==> config.mk <==
export PLATFORM = sky130hd
export DESIGN_NAME = zombie_row_scan_ctrl
export DESIGN_NICKNAME = d
export VERILOG_FILES = /design/src/rtl/game_pkg.sv /design/src/rtl/zombie_row_scan_ctrl_row_match.sv /design/src/rtl/zombie_row_scan_ctrl.sv
export SDC_FILE = /design/constraint.sdc
export NUM_CORES = 1
export LEC_CHECK = 0
export CAP_MARGIN = 20
export CORE_MARGIN = 2
export CORE_UTILIZATION = 45
export DETAILED_ROUTE_END_ITERATION = 16
export GPL_ROUTABILITY_DRIVEN = 0
export GPL_TIMING_DRIVEN = 0
export PLACE_DENSITY = 0.69
export SLEW_MARGIN = 20
export SYNTH_ARGS = -nofsm -noshare
export SYNTH_HDL_FRONTEND = slang
export SYNTH_SLANG_ARGS = --single-unit
==> constraint.sdc <==
create_clock -name MAX10_CLK1_50 -period 11.5 [get_ports MAX10_CLK1_50]
set_input_delay 1.15 -clock MAX10_CLK1_50 [delete_from_list [all_inputs] [get_ports MAX10_CLK1_50]]
set_output_delay 1.15 -clock MAX10_CLK1_50 [all_outputs]
set_load 0.05 [all_outputs]
==> src/rtl/game_pkg.sv <==
// Lawn-wide constants and types shared by the pea, zombie, plant and scan blocks.
package game_pkg;

    localparam int N_ROWS    = 5;
    localparam int COORD_W   = 10;
    localparam int ROW0_Y    = 110;
    localparam int ROW_PITCH = 70;
    localparam int EMPTY_X   = 1023;

    typedef enum logic [1:0] {
        ST_IDLE    = 2'd0,
        ST_SCAN    = 2'd1,
        ST_PUBLISH = 2'd2
    } scan_state_t;

    // Evaluated at elaboration only, so no multiplier reaches hardware.
    function automatic logic [COORD_W-1:0] row_y(input int k, input int row0, input int pitch);
        return COORD_W'(row0 + k * pitch);
    endfunction

endpackage

==> src/rtl/zombie_row_scan_ctrl_row_match.sv <==
// Maps a zombie Y coordinate to a one-hot lawn row select; all zero when Y is off-row.
module row_match
    import game_pkg::*;
#(
    parameter int ROW0_Y    = game_pkg::ROW0_Y,
    parameter int ROW_PITCH = game_pkg::ROW_PITCH
) (
    input  logic [COORD_W-1:0] y,
    output logic [N_ROWS-1:0]  sel
);

    for (genvar k = 0; k < N_ROWS; k++) begin : g_row
        localparam logic [COORD_W-1:0] ROW_Y = row_y(k, ROW0_Y, ROW_PITCH);
        assign sel[k] = (y == ROW_Y);
    end

endmodule

==> src/rtl/zombie_row_scan_ctrl.sv <==
// Per-frame scan of the zombie slot table, one slot per clock, building the leftmost
// live-zombie X for each lawn row and publishing all five rows atomically.
module zombie_row_scan_ctrl
    import game_pkg::*;
#(
    parameter int N_ZOM     = 10,
    parameter int ROW0_Y    = game_pkg::ROW0_Y,
    parameter int ROW_PITCH = game_pkg::ROW_PITCH,
    parameter int EMPTY_X   = game_pkg::EMPTY_X
) (
    input  logic                     MAX10_CLK1_50,
    input  logic                     Reset_n,
    input  logic                     frame_start,
    output logic [$clog2(N_ZOM)-1:0] zom_idx,
    input  logic [COORD_W-1:0]       zom_x,
    input  logic [COORD_W-1:0]       zom_y,
    input  logic                     zom_live,
    output logic [COORD_W-1:0]       stopX1,
    output logic [COORD_W-1:0]       stopX2,
    output logic [COORD_W-1:0]       stopX3,
    output logic [COORD_W-1:0]       stopX4,
    output logic [COORD_W-1:0]       stopX5,
    output logic                     done,
    output logic                     busy,
    output logic                     overrun
);

    localparam int IDX_W = $clog2(N_ZOM);
    localparam logic [IDX_W-1:0]   IDX_LAST = IDX_W'(N_ZOM - 1);
    localparam logic [COORD_W-1:0] EMPTY    = COORD_W'(EMPTY_X);

    scan_state_t          state_q, state_d;
    logic [IDX_W-1:0]     idx_q;
    logic [COORD_W-1:0]   work_q [N_ROWS];
    logic [COORD_W-1:0]   stop_q [N_ROWS];
    logic [N_ROWS-1:0]    row_sel;
    logic                 done_q;
    logic                 overrun_q;
    logic                 start_scan;
    logic                 last_slot;

    row_match #(
        .ROW0_Y    (ROW0_Y),
        .ROW_PITCH (ROW_PITCH)
    ) u_row_match (
        .y   (zom_y),
        .sel (row_sel)
    );

    assign start_scan = (state_q == ST_IDLE) && frame_start;
    assign last_slot  = (idx_q == IDX_LAST);

    always_ff @(posedge MAX10_CLK1_50) begin
        if (!Reset_n) begin
            state_q <= ST_IDLE;
        end else begin
            state_q <= state_d;
        end
    end

    always_comb begin
        state_d = state_q;
        unique case (state_q)
            ST_IDLE:    if (frame_start) state_d = ST_SCAN;
            ST_SCAN:    if (last_slot) state_d = ST_PUBLISH;
            ST_PUBLISH: state_d = ST_IDLE;
            default:    state_d = ST_IDLE;
        endcase
    end

    always_ff @(posedge MAX10_CLK1_50) begin
        if (!Reset_n) begin
            idx_q     <= '0;
            done_q    <= 1'b0;
            overrun_q <= 1'b0;
        end else begin
            done_q    <= (state_q == ST_PUBLISH);
            overrun_q <= frame_start && busy;
            if (state_q == ST_SCAN && !last_slot) begin
                idx_q <= idx_q + IDX_W'(1);
            end else begin
                idx_q <= '0;
            end
        end
    end

    // One compare-and-load per row; strict less-than so ties keep the earlier slot.
    for (genvar k = 0; k < N_ROWS; k++) begin : g_row
        always_ff @(posedge MAX10_CLK1_50) begin
            if (!Reset_n) begin
                work_q[k] <= EMPTY;
                stop_q[k] <= EMPTY;
            end else begin
                if (start_scan) begin
                    work_q[k] <= EMPTY;
                end else if (state_q == ST_SCAN && zom_live && row_sel[k] && (zom_x < work_q[k])) begin
                    work_q[k] <= zom_x;
                end
                if (state_q == ST_PUBLISH) begin
                    stop_q[k] <= work_q[k];
                end
            end
        end
    end

    assign zom_idx = (state_q == ST_SCAN) ? idx_q : '0;
    assign busy    = (state_q != ST_IDLE);
    assign done    = done_q;
    assign overrun = overrun_q;
    assign stopX1  = stop_q[0];
    assign stopX2  = stop_q[1];
    assign stopX3  = stop_q[2];
    assign stopX4  = stop_q[3];
    assign stopX5  = stop_q[4];

endmodule
==> results.yml, run 1 <==
yosys:
  synthCells: 419
  synth.avg_cell_area_sq_um: 12.24
  yosysWarnings: 0
  synth_cell_type_count: 39
  yosys_register_bits: 108
  syn_area_sq_mm: 0.005127
  syn_nets: 490
  synth_edf_count: 100
  async_flop_share: 0
  synth_seq_area_share: 0.6169
  yosys_most_used_dff: "edfxtp_1"
sta:
  finalWorstPathRequiredPeriod_ns: 3.787
  skew_ns: 0.004299
  tns_ns: 0
  rsz0062_at_grt: "false"
  drv_slew: 0
  max_freq_ghz: 0.2641
  slew_headroom: 0.4041
  setup_viol: 0
  worst_pin_slew_ns: 0.8859
  fin_crit_sh: 0.3293
  hold_viol: 0
cells_and_area:
  fin_nets: 583
  diodes: 0
  fin_util: 0.5862
  synthToLayoutAreaGrowth_pct: 25.57
  drive_gt1_frac: 0.1354
routing:
  ant_nets: 0
  drt_wl_total_um: 10690
  drt_pre_antenna_iters: 4
  first_iter_violations: 113
  wire_per_inst_um: 16.27
  vias_per_cell: 5.195
  vias: 3413
  drcViolationCount: 0
placed_design:
  dpl.hpwl_um: 7618
  io_buffers: 80
clocking:
  clock_latency_ns: 0.34
  cts_tree: "yes"
  post_cts_resized: 0
  path_clk_slew_ns: 0.07
  clockRootBuffer: "clkbuf_16"
  cts_buffer_depth: 2
  clock_sinks: 108
  cts_hold_buffers: 0
  cts_inserted_buffers: 9
  cts_setup_buffers: 0
  cts_max_level: 3
worst_setup_path:
  crit_fanout: 10
  start_kind: "input port"
  worstPathRequired_ns: 11.47
  worstPathArrival_ns: 3.75
  crit_type: "in2reg"
  worst_setup_path_end_kind: "flop"
power:
  powerDensity_mw_per_mm2: 118.3
  clock_power_share: 0.372
  irDropWorstVdd_uv: 65.34
  p_int_uw: 593.8
  power.share.switching: 0.2202
  p_switching_uw: 167.7
  leakage_nw: 2.400
  pwr-share-seq: 0.565
  pwr-share-comb: 0.063
grt:
  grt_pass1_wl_um: 17220
  grtUsageMet1: 0.2319
  grt_start_max_net_pins: 28
  busiest_layer: "met2"
  overflow: 0
  grt_use_total: 0.1814
  antenna_found_initial: 0
  first_global_vias: 3419
  use_met2: 0.2969
  use_met3: 0.03280
worst_hold_path:
  worst_hold_path_type: "reg2reg"
flow_run:
  drv_cap: 0
floorplan:
  die_area_sq_mm: 0.01226
  die_h_um: 110.7
  io_pins: 81
  num_rows: 38
  die_width_um: 110.7
  core_area_sq_mm: 0.01098
  initial_core_util: 0.4668
run_status:
  outcome: "completed"
## power by group through the flow
stage | Clock [mW] | Sequential, mW | Combinational (mW)
5_1_grt | 0.306 | 0.430 | 0.0525
6_report | 0.283 | 0.430 | 0.0482
4_1_cts | 0.286 | 0.430 | 0.0483
2_1_floorplan | 0 | 0.440 | 0.0207
3_3_place_gp | 0 | 0.440 | 0.0439
3_5_place_dp | 0 | 0.439 | 0.0481
## stage by stage
step	setup WS [ns]	hold slack (ns)	power [mW]	std cells	cell area, sq um
floorplan	7.042	0.4406	0.4608	419	5127
global placement	5.718	0.4654	0.4841	639	6103
detailed placement	7.364	0.4743	0.4869	641	6170
CTS	7.700	0.4896	0.7641	657	6439
global route	7.505	0.5116	0.7888	657	6439
finish	7.713	0.4828	0.7615	657	6439
## critical path: stages
cell and delay, ns:
clkdlybuf4s50_1 0.78, ha_1 0.54, nand4_1 0.11, o221a_2 0.29, o211ai_1 0.21, clkbuf_1 0.32, nand2_1 0.35
## flip-flops by register name, summed over array words and instances, names as in the netlist
name / cells
done: 1
idx_q: 4
overrun: 1
state_q: 2
stop_q: 50
work_q: 50
## layout make-up
| type | instances | area (sq um) |
|---|---|---|
| fillers | 938 | 4544 |
| flip-flops and latches | 108 | 3163 |
| multi-input cells | 253 | 1749 |
| repair buffers | 82 | 855.8 |
| clock buffers | 11 | 232.7 |
| inverters | 49 | 183.9 |
| well taps | 140 | 175.2 |
| plain buffers | 9 | 42.54 |
| clock inverters | 5 | 36.28 |
## cell usage in the layout (no fill, tap or decap), types with 2 or more instances in the layout
cell               n
edfxtp_1         100
clkdlybuf4s50_1   80
nand2_1           60
inv_1             48
ha_1              47
or2_2             46
a21oi_1           18
nand4_1           13
or2_1              9
clkbuf_16          9
nor2_1             8
dfxtp_1            8
nand3_1            6
nand2b_1           5
clkbuf_1           5
and2_1             4
o221a_2            4
o21ai_0            4
buf_1              4
nor3b_1            3
nor4b_1            3
nand3b_1           3
clkinvlp_4         3
nor2b_1            2
a21o_1             2
o211ai_1           2
buf_16             2
## synthesized netlist by cell type (4+ instances only)
cell type  instances  area share
edfxtp_1         100        0.59
nand2_1           60       0.044
inv_1             48       0.035
ha_1              47        0.11
or2_2             46       0.056
a21oi_1           18       0.018
nand4_1           13       0.016
or2_1              9       0.011
dfxtp_1            8       0.031
nor2_1             8      0.0059
nand3_1            6      0.0059
nand2b_1           5      0.0061
o21ai_0            5      0.0049
and2_1             4      0.0049
buf_1              4      0.0029
o221a_2            4      0.0088
## metal layers
metal,wire (um),part of all wire
met1,4638,0.43
met2,5243,0.49
met3,506,0.047
met4,300,0.028
met5,0,0
## logic make-up (layout without fill, tap and decap cells)
logic type | after synthesis | count (layout) | synth area share
AOI/OAI and AO/OA | 38 | 38 | 0.04880
xor gates and xnor gates | 2 | 2 | 0.003417
adders and majority gates | 47 | 47 | 0.1147
buffers and inverters | 58 | 156 | 0.04416
DFF | 108 | 108 | 0.6169
and+or+nand+nor | 166 | 166 | 0.1720
## worst paths after layout
kind,cells after the start,endpoint,slack (ns),from
max,7,work_q[0][0],7.71,zom_x[5]
min,1,idx_q[0],0.48,idx_q[0]
max reg2reg,8,work_q[1][7],8.99,work_q[1][9]
min reg2reg,1,idx_q[0],0.48,idx_q[0]
Note: power is estimated with default switching activity, not from simulation.
==> inputs of run 2 (changes only) <==
Clock period 11.5 ns to 3.9 ns, I/O delays scaled along.
==> results.yml, run 2 (synthesized netlist as in run 1, its figures left out) <==
clocking:
  cts_buffer_depth: 2
  cts_setup_buffers: 0
  cts_max_level: 3
  post_cts_resized: 0
  cts_inserted_buffers: 9
  clock_latency_ns: 0.34
  path_clk_slew_ns: 0.07
  clockRootBuffer: "clkbuf_16"
  cts_hold_buffers: 0
  clock_sinks: 108
  cts_tree: "yes"
grt:
  use_met2: 0.2961
  overflow: 0
  first_global_vias: 3296
  grt_start_max_net_pins: 25
  grtUsageMet1: 0.2143
  use_met3: 0.03718
  busiest_layer: "met2"
  grt_use_total: 0.1770
  grt_pass1_wl_um: 16560
  antenna_found_initial: 0
worst_setup_path:
  rrSetupSlack_ns: 1.55
  rr_endpoint: "work_q[1][5]"
  worstPathRequired_ns: 3.86
  rr_startpoint: "work_q[1][9]"
  worst_setup_path_end_kind: "flop"
  worstPathArrival_ns: 2.92
  crit_start: "zom_x[4]"
  rr_worst_depth: 8
  crit_fanout: 10
  start_kind: "input port"
  crit_type: "in2reg"
  timing.critical_path.to: "work_q[1][5]"
routing:
  first_iter_violations: 106
  vias_per_cell: 5.104
  drt_wl_total_um: 10580
  drt_pre_antenna_iters: 4
  wire_per_inst_um: 16.13
  drcViolationCount: 0
  vias: 3348
  ant_nets: 0
sta:
  setup_ws_ns: 0.9402
  skew_ns: 0.005488
  max_freq_ghz: 0.3379
  hold_viol: 0
  rsz0062_at_grt: "false"
  drv_slew: 0
  fin_crit_sh: 0.7589
  finalWorstPathRequiredPeriod_ns: 2.960
  slew_headroom: 0.3783
  worst_pin_slew_ns: 0.9197
  setup_viol: 0
flow_run:
  drv_cap: 0
cells_and_area:
  register_area_sq_mm: 0.003163
  drive_gt1_frac: 0.1337
  fill_cells: 900
  fin_cells: 656
  diodes: 0
  layout_common_cells: "edfxtp_1, clkdlybuf4s50_1, nand2_1, inv_1, ha_1"
  largestRegisters: "stop_q (50), work_q (50), idx_q (4)"
  multi_input_comb_area_sq_mm: 0.001749
  layout_commonest_cell: "edfxtp_1"
  fin_util: 0.5864
  synthToLayoutAreaGrowth_pct: 25.60
  fin_nets: 583
placed_design:
  dpl.hpwl_um: 7642
  pre_cts_slack_ns: 0.5895
  io_buffers: 80
  dp_cells: 641
power:
  power.share.switching: 0.2093
  leakage_nw: 2.405
  powerDensity_mw_per_mm2: 354.7
  p_int_mw: 1.806
  p_switching_uw: 478.0
  pwr-share-comb: 0.062
  irDropWorstVdd_uv: 182.7
  pwr-share-seq: 0.555
  clock_power_share: 0.383
floorplan:
  die_area_sq_mm: 0.01226
  die_h_um: 110.7
  initial_core_util: 0.4668
  num_rows: 38
  io_pins: 81
  core_area_sq_mm: 0.01098
  die_width_um: 110.7
worst_hold_path:
  worst_hold_path_type: "reg2reg"
run_status:
  outcome: "completed"
==> run 2: cell count changes in the layout (fill, tap and decap cells not counted) <==
| cell | before | now |
|---|---|---|
| clkbuf_1 | 5 | 4 |
| bufinv_16 | 0 | 1 |
| buf_8 | 0 | 1 |
| clkinv_1 | 0 | 1 |
| inv_6 | 1 | 0 |
| clkinvlp_4 | 3 | 2 |
| buf_16 | 2 | 1 |
==> run 2: final cells by class <==
type | count | share of cell area
plain buffers | 9 | 0.006606
clock buffers | 10 | 0.03555
clock inverters | 5 | 0.008354
inverters | 49 | 0.02856
multi-input cells | 253 | 0.2716
flip-flops and latches | 108 | 0.4912
well taps | 140 | 0.02720
repair buffers | 82 | 0.1310
==> run 2: through the flow <==
step	power [mW]	instance area (sq um)	hold WS (ns)	setup TNS (ns)
after global routing	2.351	6440	0.5226	0
after detailed placement	1.435	6157	0.4747	0
final	2.284	6440	0.4851	0
after CTS	2.294	6440	0.4902	0
after global placement	1.426	6103	0.4643	-4.570
after floorplan	1.357	5127	0.4406	0
==> run 2: routing by layer <==
| layer | up-vias | wire length [um] | part of all wire |
|---|---|---|---|
| met5 | - | 0 | 0 |
| met4 | 0 | 356 | 0.034 |
| met3 | 21 | 625 | 0.059 |
| met2 | 99 | 5159 | 0.49 |
| met1 | 1569 | 4442 | 0.42 |
| li1 | 1659 | - | - |
==> run 2: worst min path at each step <==
stage | start | endpoint | slack (ns) | depth (start not counted)
2_1_floorplan | idx_q[0] | idx_q[0] | 0.44 | 1
3_3_place_gp | idx_q[0] | idx_q[0] | 0.46 | 1
3_5_place_dp | idx_q[0] | idx_q[0] | 0.47 | 1
4_1_cts | idx_q[0] | idx_q[0] | 0.49 | 1
5_1_grt | idx_q[0] | idx_q[0] | 0.52 | 1
6_report | idx_q[0] | idx_q[0] | 0.49 | 1
==> run 2: worst max-delay path, cell delays in order <==
cell             delay (ns)
clkdlybuf4s50_1        0.77
ha_1                   0.50
nand4_1                0.10
o221a_2                0.28
o2111ai_1              0.23
clkbuf_1               0.32
nand2_1                0.34
==> run 2: power by group through the flow <==
stage	registers, mW	logic, mW	clock network (mW)
after detailed placement	1.29	0.141	0
final	1.27	0.141	0.874
after floorplan	1.30	0.0610	0
after global placement	1.30	0.130	0
after CTS	1.27	0.142	0.884
after global routing	1.27	0.154	0.929
